**config.mk**
```make
export PLATFORM = sky130hd
export DESIGN_NAME = dc_ipu_tex_lerp
export DESIGN_NICKNAME = d
export VERILOG_FILES = /design/src/rtl/dc_ipu_tex_lerp.sv
export SDC_FILE = /design/constraint.sdc
export NUM_CORES = 2
export LEC_CHECK = 0
export CORE_ASPECT_RATIO = 0.7
export CORE_MARGIN = 10
export CORE_UTILIZATION = 39
export CTS_CLUSTER_DIAMETER = 150
export CTS_CLUSTER_SIZE = 24
export DETAILED_ROUTE_END_ITERATION = 6
export DONT_BUFFER_PORTS = 1
export PLACE_DENSITY = 0.62
export SYNTH_ARGS = -nofsm -noshare
export SYNTH_HDL_FRONTEND = slang
export SYNTH_SLANG_ARGS = --single-unit
```
**constraint.sdc**
```tcl
create_clock -name clk -period 16.9 [get_ports clk]
set_input_delay 4.225 -clock clk [delete_from_list [all_inputs] [get_ports clk]]
set_output_delay 4.225 -clock clk [all_outputs]
set_load 0.03 [all_outputs]
```
**src/rtl/dc_ipu_tex_lerp.sv**
```systemverilog
// Texture line-buffer linear interpolator: clamps the texel address, reads two neighbouring
// texels and blends every colour channel by the fractional position over three pipeline stages.
module dc_ipu_tex_lerp #(
  parameter int unsigned TEX_SIZE_WIDTH  = 12,
  parameter int unsigned TEX_FRACT_WIDTH = 12,
  parameter int unsigned PIX_WIDTH       = 8,
  parameter int unsigned CHANNELS        = 3
) (
  input  logic                              clk,
  input  logic                              reset,
  input  logic                              clr,
  input  logic                              in_valid,
  output logic                              in_ready,
  input  logic [TEX_SIZE_WIDTH-1:0]         tex_addr,
  input  logic [TEX_FRACT_WIDTH-1:0]        tex_addr_fract,
  input  logic [TEX_SIZE_WIDTH-1:0]         tex_size,
  output logic                              mem_rd_en,
  output logic [TEX_SIZE_WIDTH-1:0]         mem_addr_a,
  output logic [TEX_SIZE_WIDTH-1:0]         mem_addr_b,
  input  logic [CHANNELS*PIX_WIDTH-1:0]     mem_data_a,
  input  logic [CHANNELS*PIX_WIDTH-1:0]     mem_data_b,
  output logic                              out_valid,
  input  logic                              out_ready,
  output logic [CHANNELS*PIX_WIDTH-1:0]     pixel
);

  localparam int unsigned AW = TEX_SIZE_WIDTH;
  localparam int unsigned F  = TEX_FRACT_WIDTH;
  localparam int unsigned P  = PIX_WIDTH;
  localparam int unsigned PW = P + F + 1;  // a * (2^F - f) needs F+1 weight bits
  localparam int unsigned SW = P + F + 2;  // sum of both products plus rounding

  localparam logic [AW-1:0]  AddrOne  = AW'(1);
  localparam logic [F:0]     FractOne = {1'b1, {F{1'b0}}};
  localparam logic [SW-1:0]  Half     = SW'(1) << (F - 1);
  localparam logic [P+1:0]   PixMaxW  = {2'b00, {P{1'b1}}};

  logic advance;
  logic in_transfer;

  assign advance     = !out_valid || out_ready;
  assign in_ready    = advance && !clr && !reset;
  assign in_transfer = in_valid && in_ready;
  assign mem_rd_en   = in_transfer;

  // Address clamp: both taps collapse onto one texel at either edge, forcing a pure copy.
  logic [AW-1:0] tex_max;
  logic [F-1:0]  fract_eff;

  always_comb begin
    tex_max    = (tex_size == '0) ? '0 : tex_size - AddrOne;
    mem_addr_a = tex_addr;
    mem_addr_b = tex_addr + AddrOne;
    fract_eff  = tex_addr_fract;
    if (tex_addr[AW-1]) begin
      mem_addr_a = '0;
      mem_addr_b = '0;
      fract_eff  = '0;
    end else if (tex_addr >= tex_max) begin
      mem_addr_a = tex_max;
      mem_addr_b = tex_max;
      fract_eff  = '0;
    end
  end

  logic                          s1_valid_q;
  logic [F-1:0]                  s1_fract_q;
  logic                          s2_valid_q;
  logic [CHANNELS-1:0][PW-1:0]   s2_prod_a_q, s2_prod_a_d;
  logic [CHANNELS-1:0][PW-1:0]   s2_prod_b_q, s2_prod_b_d;
  logic [CHANNELS*P-1:0]         pix_d;
  logic [F:0]                    w_a;
  logic [SW-1:0]                 sum_c;
  logic [P+1:0]                  shifted;

  // Stage 2 multiplies against memory data, which arrives one cycle after the read strobe.
  always_comb begin
    w_a         = FractOne - {1'b0, s1_fract_q};
    s2_prod_a_d = '0;
    s2_prod_b_d = '0;
    for (int c = 0; c < int'(CHANNELS); c++) begin
      s2_prod_a_d[c] = PW'(mem_data_a[c*P +: P]) * PW'(w_a);
      s2_prod_b_d[c] = PW'(mem_data_b[c*P +: P]) * PW'(s1_fract_q);
    end
  end

  always_comb begin
    pix_d   = '0;
    sum_c   = '0;
    shifted = '0;
    for (int c = 0; c < int'(CHANNELS); c++) begin
      sum_c   = SW'(s2_prod_a_q[c]) + SW'(s2_prod_b_q[c]) + Half;
      shifted = sum_c[SW-1:F];
      pix_d[c*P +: P] = (shifted > PixMaxW) ? {P{1'b1}} : shifted[P-1:0];
    end
  end

  // Control: reset and clr both drop every in-flight pixel; pixel only loads on a real result.
  always_ff @(posedge clk) begin
    if (reset) begin
      s1_valid_q <= 1'b0;
      s2_valid_q <= 1'b0;
      out_valid  <= 1'b0;
      pixel      <= '0;
    end else if (clr) begin
      s1_valid_q <= 1'b0;
      s2_valid_q <= 1'b0;
      out_valid  <= 1'b0;
    end else if (advance) begin
      s1_valid_q <= in_transfer;
      s2_valid_q <= s1_valid_q;
      out_valid  <= s2_valid_q;
      if (s2_valid_q) begin
        pixel <= pix_d;
      end
    end
  end

  always_ff @(posedge clk) begin
    if (advance) begin
      s1_fract_q  <= fract_eff;
      s2_prod_a_q <= s2_prod_a_d;
      s2_prod_b_q <= s2_prod_b_d;
    end
  end

endmodule
```
After elaboration in Yosys (flattened, before gate mapping)
Index checks and enable logic that the tools add are counted.

Register bits after elaboration: 162. Input port bits: 89. Output and inout bits: 51. Word-level logic and storage cells: 50.

Add/subtract/negate cells: 9. Multiply operators: 6. $lt $le $gt $ge: 4. Muxes and demuxes: 8. Bitwise gates (word level): 1. Reductions and logical operators: 11.

Operators with widths (count): adder 21 x 20 -> 22 bit (3); adder 22 x 12 -> 22 bit (second input constant) (3); multiplier 8 x 13 -> 21 bit (3); multiplier 8 x 12 -> 20 bit (3); two-way mux 12 bit (5); > comparator 10 x 8 -> 1 bit (second input constant) (3); two-way mux 8 bit (3); subtractor 13 x 12 -> 13 bit (first input constant) (1); adder 12 x 1 -> 12 bit (second input constant) (1); greater-or-equal comparator 12 bit (1); logical NOT 12 bit (1); subtractor 12 x 1 -> 12 bit (second input constant) (1); OR reduction 2 bit (2); logical AND 1 bit (3); logical NOT 1 bit (3); AND reduction 3 bit (1); logical OR 1 bit (1); inverter 1 bit (1).

Logic depth before layout (Yosys ltp)
Depth after elaboration: 5. Mapped depth: 25. Depth with buffers taken out: 22.

Least setup slack after synthesis
OpenSTA, ideal clock, no wires.

Path type: input port to output port. Start: input port tex_size[7]. End: output port mem_addr_b[11]. Arrival: 7.616 ns. Data required time: 12.675 ns. Setup slack: 5.059 ns. Cell stages on the path: 14. Path buffers: 1. Path through: or4_4 nor4_2 and4b_1 buf_2 nor2_1 ha_1 nand2b_1 a21o_1 a21o_1 a21oi_1 o21a_1 o31a_1 nor3_1 a41o_1.

Cells in the longest elaborated chain, start to end: 5. Elaborated cells between the ends (all ways): 6. Those cells by class: add/sub: 1; order compare: 1; mux: 3; reduce/logical: 1.

Ends and longest elaborated chain: from (decl) (line 16) `input logic [TEX_SIZE_WIDTH-1:0] tex_size,`; subtractor 12 x 1 -> 12 bit or logical NOT 12 bit (tied branches) (line 51) `tex_max = (tex_size == '0) ? '0 : tex_size - AddrOne;`; two-way mux 12 bit * (line 51); greater-or-equal comparator 12 bit (line 59) `end else if (tex_addr >= tex_max) begin`; two-way mux 12 bit * (line 59); two-way mux 12 bit * (line 55) `if (tex_addr[AW-1]) begin`; to (decl) (line 19) `output logic [TEX_SIZE_WIDTH-1:0] mem_addr_b,`.

Mark *: on every way between the ends. The rest lies on a longest branch, timed or not.

Worst setup path after layout
Start: input port tex_size[7]. End: output port mem_addr_b[8].

The elaborated chain is that of the path after synthesis.

==> flow_summary.ini <==
[global_route]
grt_pass1_wl_um = 105000
grt.busiest_layer = met2
grt_overflow = 0
grt_pass1_vias = 19100
grt_use_met3_pct = 3.05
grt_max_degree = 70
met2_usage_pct = 24.7
grt.total_usage_pct = 16.1
grtUsageMet1_pct = 24.0
antenna_found_initial = 3

[setup_path]
worst-path-buf-inv = 0
cp_max_fo = 17
critPathKind = primary input to primary output
cp.arrival_ps = 8520
cp_cell_sequence = or4_4 -> nor4_2 -> and4b_1 -> nor2_1 -> ha_1 -> nand2b_1 -> a21o_1 -> a21o_1 -> a21oi_1 -> o21a_1 -> o31a_1 -> nand2b_1 -> o22ai_1
cp-start-kind = primary input
worstSetupEndpointType = primary output
cpPeakStageDelay_ps = 660
critPathTopFamily = simple AND/OR/NAND/NOR gates
required_ps = 12680
cp_slowest_cell = o22ai_1

[logic_synthesis]
synth_top_area_cell = fa_1
synth.net_count = 3717
yosysMostFrequentCell = inv_1
synth_area_um2 = 27200
synthTopCellsByArea = fa_1, ha_1, edfxtp_1
synth_top_cell_area_share_pct = 27.8
synth_common_cells = inv_1, and2_1, fa_1, ha_1, nand2_1
synth_edf_count = 135
ys_async_sr_fraction_pct = 0
yosysUniqueCellTypes = 71
synth_cells = 2877
yosysWarnings = 0
yosysSeqAreaShare_pct = 16.9
synth-main-ff-cell = edfxtp_1
syn_area_per_cell_um2 = 9.47
ys_ff_latch = 162

[detailed_routing]
dr.pass1.iters = 5
dr_total_vias = 18700
routed_wl_um = 63900
drt_iter0_markers = 1132
wl_per_cell_um = 17.2
ant_nets = 0
via_per_inst = 5.04
drc_errors = 0

[sta]
report.final.slew_viol_count = 0
min_period_over_period_pct = 75.4
finalCriticalPeriod_ps = 12750
setup_viol = 0
fin_skew_ps = 21.3
max_freq_ghz = 0.0784
hold_violations = 0
rsz0062_at_grt = no
layout_setup_ws_ps = 4150
tightest_slew_ps = 1050
slew_headroom_pct = 29.6
fin_setup_tns_ps = 0

[power]
p_sw_mw = 2.56
vdd_drop_max_uv = 170
p_clk_share_pct = 8.3
comb_power_share_pct = 76.5
total_power_mw = 5.12
cellPowerDensity_nw_per_um2 = 178
cell_internal_pwr_mw = 2.56
sw_frac_of_total_pct = 50.0
p_seq_share_pct = 15.1
power_leakage_nw = 13.8

[final_layout]
nets = 3637
drive_above_1_share_pct = 3.27
final_area_um2 = 28800
fin_cells = 3713
synthToLayoutAreaGrowth_pct = 5.78

[placed_design]
dp_hpwl_um = 51100
place_ws_ps = 4240
dp_cells = 3680
placed_area_um2 = 28200
portBuffers = 0
place.gp.congestion = 0.845

[die]
std_cell_rows = 80
initial_core_util_pct = 39.7
dieHeight_um = 241
core_area_um2 = 68700
ioPinCount = 140
die_area_um2 = 81000
die-width_um = 336

[status]
outcome = finished clean

[clock_tree]
cts_tree = yes
cts_buffer_depth = 2
post_cts_resized = 0
ctsHoldBuffers = 0
cts_root_buffer = clkbuf_16
clkSinkCount = 162
path_clk_slew_ps = 90
cts-htree-levels = 4
cts_buffers = 17
clk_latency_ps = 470
postCtsSetupBuffers = 0

[flow_run]
drv_cap = 0

[worst_hold_path]
hp-class = flip-flop to flip-flop
## cells by family (layout without fill, tap and decap cells)
| family | count (synthesis) | count (layout) | synth area share [%] |
|---|---|---|---|
| fa+ha+maj | 751 | 751 | 44.9 |
| compound gates | 300 | 300 | 7.45 |
| mux | 6 | 6 | 0.220 |
| flops | 162 | 162 | 16.9 |
| simple gates | 976 | 976 | 18.8 |
| xor+xnor | 126 | 126 | 4.05 |
| other cells | 0 | 1 | 0 |
| buf+inv | 556 | 489 | 7.67 |
## per-stage QoR
| step | hold slack (ps) | util (%) |
|---|---|---|
| 2_1_floorplan | 475 | - |
| 3_3_place_gp | 512 | 41.0 |
| 3_5_place_dp | 505 | 41.0 |
| 4_1_cts | 536 | 42.0 |
| 5_1_grt | 560 | 42.0 |
| 6_report | 533 | 42.0 |
## final timing paths
check	startpoint	endpoint	depth (start not counted)	slack (ps)
max	tex_size[7]	mem_addr_b[8]	13	4150
min	s1_valid_q$_SDFFE_PP0N_	s2_valid_q$_SDFFE_PP0N_	2	530
max reg2reg	s1_fract_q[0]$_SDFFCE_PP0N_	s2_prod_a_q[38]$_DFFE_PN_	22	10460
min reg2reg	s1_valid_q$_SDFFE_PP0N_	s2_valid_q$_SDFFE_PP0N_	2	530
## metal layers
metal  vias up  wire [µm]
met4         2        269
met5         -         17
met1      9259      32500
li1       9078          -
met2       341      27700
met3        26       3360
## flip-flops by register name, summed over array words and instances, names as in the netlist
signal       count
pixel           24
s1_valid_q       1
s2_prod_a_q     63
out_valid        1
s2_prod_b_q     60
s2_valid_q       1
s1_fract_q      12
## area by class of cell
type	instances	area [µm²]
flip-flops and latches	162	4590
well taps	902	1130
diodes	1	2.50
clock inverters	15	228
inverters	432	1630
clock buffers	17	425
fillers	6737	39800
multi-input cells	2159	20600
repair buffers	25	188
## power groups by stage
| stage | Clock, mW | Sequential (mW) | Combinational (mW) |
|---|---|---|---|
| after detailed placement | 0 | 0.788 | 3.92 |
| final | 0.425 | 0.776 | 3.92 |
| after global placement | 0 | 0.788 | 3.90 |
| after CTS | 0.435 | 0.779 | 3.95 |
| after global routing | 0.451 | 0.789 | 4.48 |
| after floorplan | 0 | 0.761 | 2.92 |
## placed cells by master (no fill, tap or decap), drive strengths merged, types with 9 or more instances in the layout
cell type / netlist / final
a211oi: 33 / 33
a21o: 35 / 35
a21oi: 83 / 83
a31oi: 10 / 10
and2: 421 / 421
and3: 14 / 14
buf: 4 / 25
clkbuf: 120 / 17
dfxtp: 27 / 27
edfxtp: 135 / 135
fa: 378 / 378
ha: 373 / 373
inv: 432 / 442
nand2: 263 / 263
nand2b: 17 / 17
nand3: 26 / 26
nand4: 12 / 12
nor2: 116 / 116
nor2b: 18 / 18
nor3: 41 / 41
o211ai: 9 / 9
o21a: 17 / 17
o21ai: 43 / 43
o21bai: 10 / 10
o22ai: 11 / 11
or2: 12 / 12
or3: 14 / 14
xnor2: 91 / 91
xor2: 35 / 35
## tightest hold or removal path, stage by stage, from the launching register on
cell     delay (ps)
dfxtp_1         320
mux2i_1         120
nor3_1           50
Note: power is estimated with default switching activity, not from simulation.
